==> config.mk <==
export PLATFORM = sky130hd
export DESIGN_NAME = qam16_upsample_mapper_flat
export DESIGN_NICKNAME = d
export VERILOG_FILES = /design/src/rtl/qam16_upsample_mapper_if.sv /design/src/rtl/qam16_upsample_mapper.sv /design/src/flat_wrapper.sv
export SDC_FILE = /design/constraint.sdc
export NUM_CORES = 1
export LEC_CHECK = 0
export ABC_CLOCK_PERIOD_IN_PS = 2500
export BUFFER_PORTS_ARGS = -buffer_cell sky130_fd_sc_hd__buf_2
export CORE_ASPECT_RATIO = 0.75
export CORE_MARGIN = 5
export CORE_UTILIZATION = 39
export CTS_CLUSTER_SIZE = 25
export DETAILED_ROUTE_END_ITERATION = 7
export GPL_ROUTABILITY_DRIVEN = 0
export PLACE_DENSITY_LB_ADDON = 0.08
export SLEW_MARGIN = 20
export SYNTH_ARGS = -nofsm -noshare
export SYNTH_HDL_FRONTEND = slang
export SYNTH_SLANG_ARGS = --single-unit
==> constraint.sdc <==
create_clock -name clk -period 2.5 [get_ports clk]
set_input_delay 0.125 -clock clk [delete_from_list [all_inputs] [get_ports clk]]
set_output_delay 0.125 -clock clk [all_outputs]
set_load 0.01 [all_outputs]
==> src/rtl/qam16_upsample_mapper_if.sv <==
// Symbol/sample bundle between the upstream symbol source, the QAM16 mapper and its sink.
// Master is the mapper side; slave is the side that paces and consumes it.
interface qam16_upsample_mapper_if #(
  parameter int UPSAMPLE = 4
);
  localparam int PW = $clog2(UPSAMPLE);

  logic                clk_en;
  logic                tx_en;
  logic [3:0]          sym_in;
  logic                sym_req;
  logic signed [17:0]  i_out;
  logic signed [17:0]  q_out;
  logic                sym_valid;
  logic [PW-1:0]       phase;
  logic [15:0]         sym_count;

  modport master (
    input  clk_en, tx_en, sym_in,
    output sym_req, i_out, q_out, sym_valid, phase, sym_count
  );

  modport slave (
    output clk_en, tx_en, sym_in,
    input  sym_req, i_out, q_out, sym_valid, phase, sym_count
  );
endinterface

==> src/rtl/qam16_upsample_mapper.sv <==
// Gray QAM16 mapper with UPSAMPLE-fold impulse-train or sample-and-hold upsampling; 1-cycle latency.
// No backpressure: paced by clk_en, muted by tx_en; sym_req strobes the upstream source once per symbol.
module qam16_upsample_mapper #(
  parameter int                 UPSAMPLE   = 4,
  parameter logic signed [17:0] LEVEL_1    = 18'sd8192,
  parameter bit                 ZERO_STUFF = 1'b1
) (
  input  logic                       clk,
  input  logic                       reset,
  qam16_upsample_mapper_if.master    bus
);
  localparam int                 PW      = $clog2(UPSAMPLE);
  localparam logic [PW-1:0]      PH_LAST = PW'(UPSAMPLE - 1);
  localparam logic signed [17:0] LEVEL_3 = 18'(3 * LEVEL_1);

  if (UPSAMPLE < 2 || UPSAMPLE > 16 || (UPSAMPLE & (UPSAMPLE - 1)) != 0) begin : g_bad_upsample
    $error("UPSAMPLE must be a power of two in 2..16");
  end

  logic [PW-1:0]      phase_q;
  logic signed [17:0] i_q;
  logic signed [17:0] q_q;
  logic               sym_valid_q;
  logic [15:0]        sym_count_q;

  // Gray 4-ASK per axis: adjacent levels differ in one bit.
  function automatic logic signed [17:0] map_axis(input logic [1:0] b);
    logic signed [17:0] v;
    case (b)
      2'b00:   v = -LEVEL_3;
      2'b01:   v = -LEVEL_1;
      2'b11:   v = LEVEL_1;
      default: v = LEVEL_3;
    endcase
    return v;
  endfunction

  always_ff @(posedge clk) begin
    if (reset) begin
      phase_q     <= '0;
      i_q         <= '0;
      q_q         <= '0;
      sym_valid_q <= 1'b0;
      sym_count_q <= '0;
    end else if (bus.clk_en) begin
      if (!bus.tx_en) begin
        phase_q     <= '0;
        i_q         <= '0;
        q_q         <= '0;
        sym_valid_q <= 1'b0;
      end else begin
        // Power-of-two UPSAMPLE lets the counter wrap on its own.
        phase_q <= phase_q + PW'(1);
        if (phase_q == '0) begin
          i_q         <= map_axis(bus.sym_in[3:2]);
          q_q         <= map_axis(bus.sym_in[1:0]);
          sym_valid_q <= 1'b1;
          sym_count_q <= sym_count_q + 16'd1;
        end else begin
          sym_valid_q <= 1'b0;
          if (ZERO_STUFF) begin
            i_q <= '0;
            q_q <= '0;
          end
        end
      end
    end
  end

  // Upstream advances on the last phase so its next symbol is ready for the phase-0 edge.
  assign bus.sym_req   = bus.clk_en & bus.tx_en & (phase_q == PH_LAST) & ~reset;
  assign bus.i_out     = i_q;
  assign bus.q_out     = q_q;
  assign bus.sym_valid = sym_valid_q;
  assign bus.phase     = phase_q;
  assign bus.sym_count = sym_count_q;
endmodule

==> src/flat_wrapper.sv <==
// flat-port wrapper written by rule: the top's interface ports become plain ports
module qam16_upsample_mapper_flat 
#(
  parameter int                 UPSAMPLE   = 4,
  parameter logic signed [17:0] LEVEL_1    = 18'sd8192,
  parameter bit                 ZERO_STUFF = 1'b1
)
  (clk, reset, bus_clk_en, bus_tx_en, bus_sym_in, bus_sym_req, bus_i_out, bus_q_out, bus_sym_valid, bus_phase, bus_sym_count);
  qam16_upsample_mapper_if #(.UPSAMPLE(UPSAMPLE)) bus_i ();
  input  logic clk;
  input  logic reset;
  input wire logic [$bits(bus_i.clk_en)-1:0] bus_clk_en;
  input wire logic [$bits(bus_i.tx_en)-1:0] bus_tx_en;
  input wire logic [$bits(bus_i.sym_in)-1:0] bus_sym_in;
  output wire logic [$bits(bus_i.sym_req)-1:0] bus_sym_req;
  output wire logic [$bits(bus_i.i_out)-1:0] bus_i_out;
  output wire logic [$bits(bus_i.q_out)-1:0] bus_q_out;
  output wire logic [$bits(bus_i.sym_valid)-1:0] bus_sym_valid;
  output wire logic [$bits(bus_i.phase)-1:0] bus_phase;
  output wire logic [$bits(bus_i.sym_count)-1:0] bus_sym_count;
  assign bus_i.clk_en = bus_clk_en;
  assign bus_i.tx_en = bus_tx_en;
  assign bus_i.sym_in = bus_sym_in;
  assign bus_sym_req = bus_i.sym_req;
  assign bus_i_out = bus_i.i_out;
  assign bus_q_out = bus_i.q_out;
  assign bus_sym_valid = bus_i.sym_valid;
  assign bus_phase = bus_i.phase;
  assign bus_sym_count = bus_i.sym_count;
  qam16_upsample_mapper #(.UPSAMPLE(UPSAMPLE), .LEVEL_1(LEVEL_1), .ZERO_STUFF(ZERO_STUFF)) u_core (.clk(clk), .reset(reset), .bus(bus_i));
endmodule
==> results_dict.tcl <==
set metrics [dict create \
    cts_sinks 23 \
    fmax_ghz 0.5087 \
    numCtsBuffers 3 \
    power.leakage_nw 0.7113 \
    synth_edf_count 0 \
    p_per_area_nw_per_um2 466.5 \
    area_growth_pct 8.692 \
    netlist_area_sq_um 1368 \
    skew_ps 3.134 \
    cts.htree.levels 1 \
    start_util 0.4103 \
    power_w 0.0006935 \
    io_buffers 37 \
    wire_per_inst_um 12.18 \
    synth_top_flop_cell "dfxtp_1" \
    drt_first_pass_iters 4 \
    hold_viol 0 \
    num_vias 1101 \
    switching_power_w 0.0001830 \
    crit_fanout 7 \
    drive_above_1_share 0.2344 \
    setup_viol 0 \
    post-route-drc-count 0 \
    swShare 0.2639 \
    cts_tree "done" \
    finalSetupTns_ps 0 \
    worstPathRequired_ps 2660 \
    postLayoutCoreUtil 0.4459 \
    syn_avg_cell_area_sq_um 8.442 \
    nNetsFinal 210 \
    synth_warnings 0 \
    r2r_setup_slack_ps 530 \
    p_clk_frac 0.337 \
    die_w_um 78.38 \
    finalCritPeriodShare 0.7863 \
    clk_pin_slew_ps 80 \
    hold_class "input port to register" \
    antenna_left 0 \
    synth_area_leaders "dfxtp_1 (34%), buf_4 (18%), ha_1 (8.2%)" \
    peakVddDrop_v 0.0003410 \
    drt_iter0_drc 51 \
    grt_max_degree 26 \
    antenna_cells 0 \
    clock-root-buffer "clkbuf_8" \
    dp_hpwl_um 2122 \
    ios 64 \
    rsz0062_at_grt "false" \
    status "completed" \
    clkLatencyLatePin_ps 260 \
    clk_path_buf_depth 2 \
    cap_violations 0 \
    grt_pass1_wl_um 4616 \
    path_class "register to register" \
    start_kind "register" \
    core_area_sq_um 3333 \
    worst_ep_arrival_time_ps 2120 \
    ys_seq_area_frac 0.3367 \
    pre_cts_ws_ps 563.0 \
    routed_wl_um 2825 \
    grt_pass1_vias 1040 \
    antenna_found_initial 0 \
    synth_top_area_cell "dfxtp_1" \
    die-height_um 61.29 \
    cts-resized-gates 0 \
    fill_cells 333 \
    cts_setup_buffers 0 \
    synth_top_cell_area_share 0.3367 \
    via_per_inst 4.746 \
    setup_ws_ps 534.1 \
    dieArea_sq_um 4803 \
    ctsHoldBuffers 0 \
    synth_seq_cells 23 \
    combPwrFrac 0.116 \
    min_period_ps 1966 \
    slew_viol_final 0 \
    syn_inst 162 \
    rows 18 \
    overflow 0 \
    yosysUniqueCellTypes 30 \
    crit_path_end_kind "register" \
    p_seq_frac 0.547 \
    p_int_w 0.0005104 \
    track_usage 0.1197 \
    async_flop_share 0 \
]
[path summary, 6_finish.rpt]
check,start,to,cells after the start
setup reg to reg,u_core.bus.phase[0],u_core.bus.sym_count[13],6
setup / recovery,u_core.bus.phase[0],u_core.bus.sym_count[13],6
hold reg to reg,u_core.bus.sym_count[15],u_core.bus.sym_count[15],2
hold / removal,bus_clk_en,u_core.bus.phase[0],3
[flip-flops by register name, indices dropped and copies added, names as in the netlist]
name / flops
u_core.bus.i_out: 2
u_core.bus.phase: 2
u_core.bus.q_out: 2
u_core.bus.sym_count: 16
u_core.bus.sym_valid: 1
[cell type report]
| cell class | count | area [sq um] | share of cell area |
|---|---|---|---|
| Multi-Input combinational cell | 118 | 708.2 | 0.4764 |
| Sequential cell | 23 | 460.4 | 0.3098 |
| Timing Repair Buffer | 37 | 185.2 | 0.1246 |
| Tap cell | 40 | 50.05 | 0.03367 |
| Clock buffer | 4 | 45.04 | 0.03030 |
| Inverter | 10 | 37.54 | 0.02525 |
[worst max-delay path, cell delays in order, from the launching register on]
cell and delay, ps:
dfxtp_1 350, inv_1 80, ha_1 210, nand3_2 180, or3_4 460, nor3_1 230, mux2_2 360
[layer usage]
layer,GRT usage,up-vias,share of wire
met5,0,-,0
met2,0.2134,49,0.43
met1,0.1461,503,0.48
met4,0.01995,0,0.0025
li1,-,547,-
met3,0.03947,2,0.087
[synth_stat cells, types with 2 or more instances]
master / count
nor2_1: 18
nand4_1: 5
or3_1: 2
clkbuf_1: 4
dfxtp_1: 23
nand3_1: 5
ha_1: 9
xor2_1: 3
buf_4: 32
o21ai_0: 2
a22oi_1: 2
nand2_1: 7
inv_1: 10
nor3_1: 7
xnor2_1: 7
a21oi_1: 10
nor4_1: 3
[layout by cell type (no fill, tap or decap), types with 2 or more instances in the layout]
master	Yosys	routed
xor2_1	3	3
clkbuf_8	0	3
nor3_1	7	7
nand4_1	5	5
nand2_1	7	7
o21ai_0	2	2
or3_1	2	2
xnor2_1	7	7
conb_1	1	26
nor2_1	18	18
ha_1	9	9
a21oi_1	10	10
buf_2	0	37
inv_1	10	10
a22oi_1	2	2
nor4_1	3	3
dfxtp_1	23	23
nand3_1	5	5
[power groups by stage]
stage          combinational, W  sequential, W  clock (W)
2_1_floorplan         0.0000856       0.000391          0
3_3_place_gp          0.0000780       0.000388          0
3_5_place_dp          0.0000801       0.000388          0
4_1_cts               0.0000804       0.000380   0.000246
5_1_grt               0.0000903       0.000381   0.000257
6_report              0.0000807       0.000379   0.000233
[through the flow]
stage               hold WS [ps]  instance area [sq um]  instances
global placement           443.4                   1441        228
finish                     170.1                   1486        232
CTS                        160.9                   1486        232
detailed placement         449.7                   1441        228
floorplan                  272.5                   1461        187
global route               177.2                   1486        232
[logic make-up (layout without fill, tap and decap cells)]
kind of cell               Yosys count  after routing  share of synthesized area
DFF                                 23             23                     0.3367
AOI/OAI and AO/OA                   16             16                    0.06679
other                                1             26                   0.002742
buffers and inverters               46             51                     0.2141
xor gates and xnor gates            10             10                    0.06405
muxes                                1              1                   0.008234
and+or+nand+nor                     56             56                     0.2251
adders and majority gates            9              9                    0.08234
(Power assumes the default switching activity.)
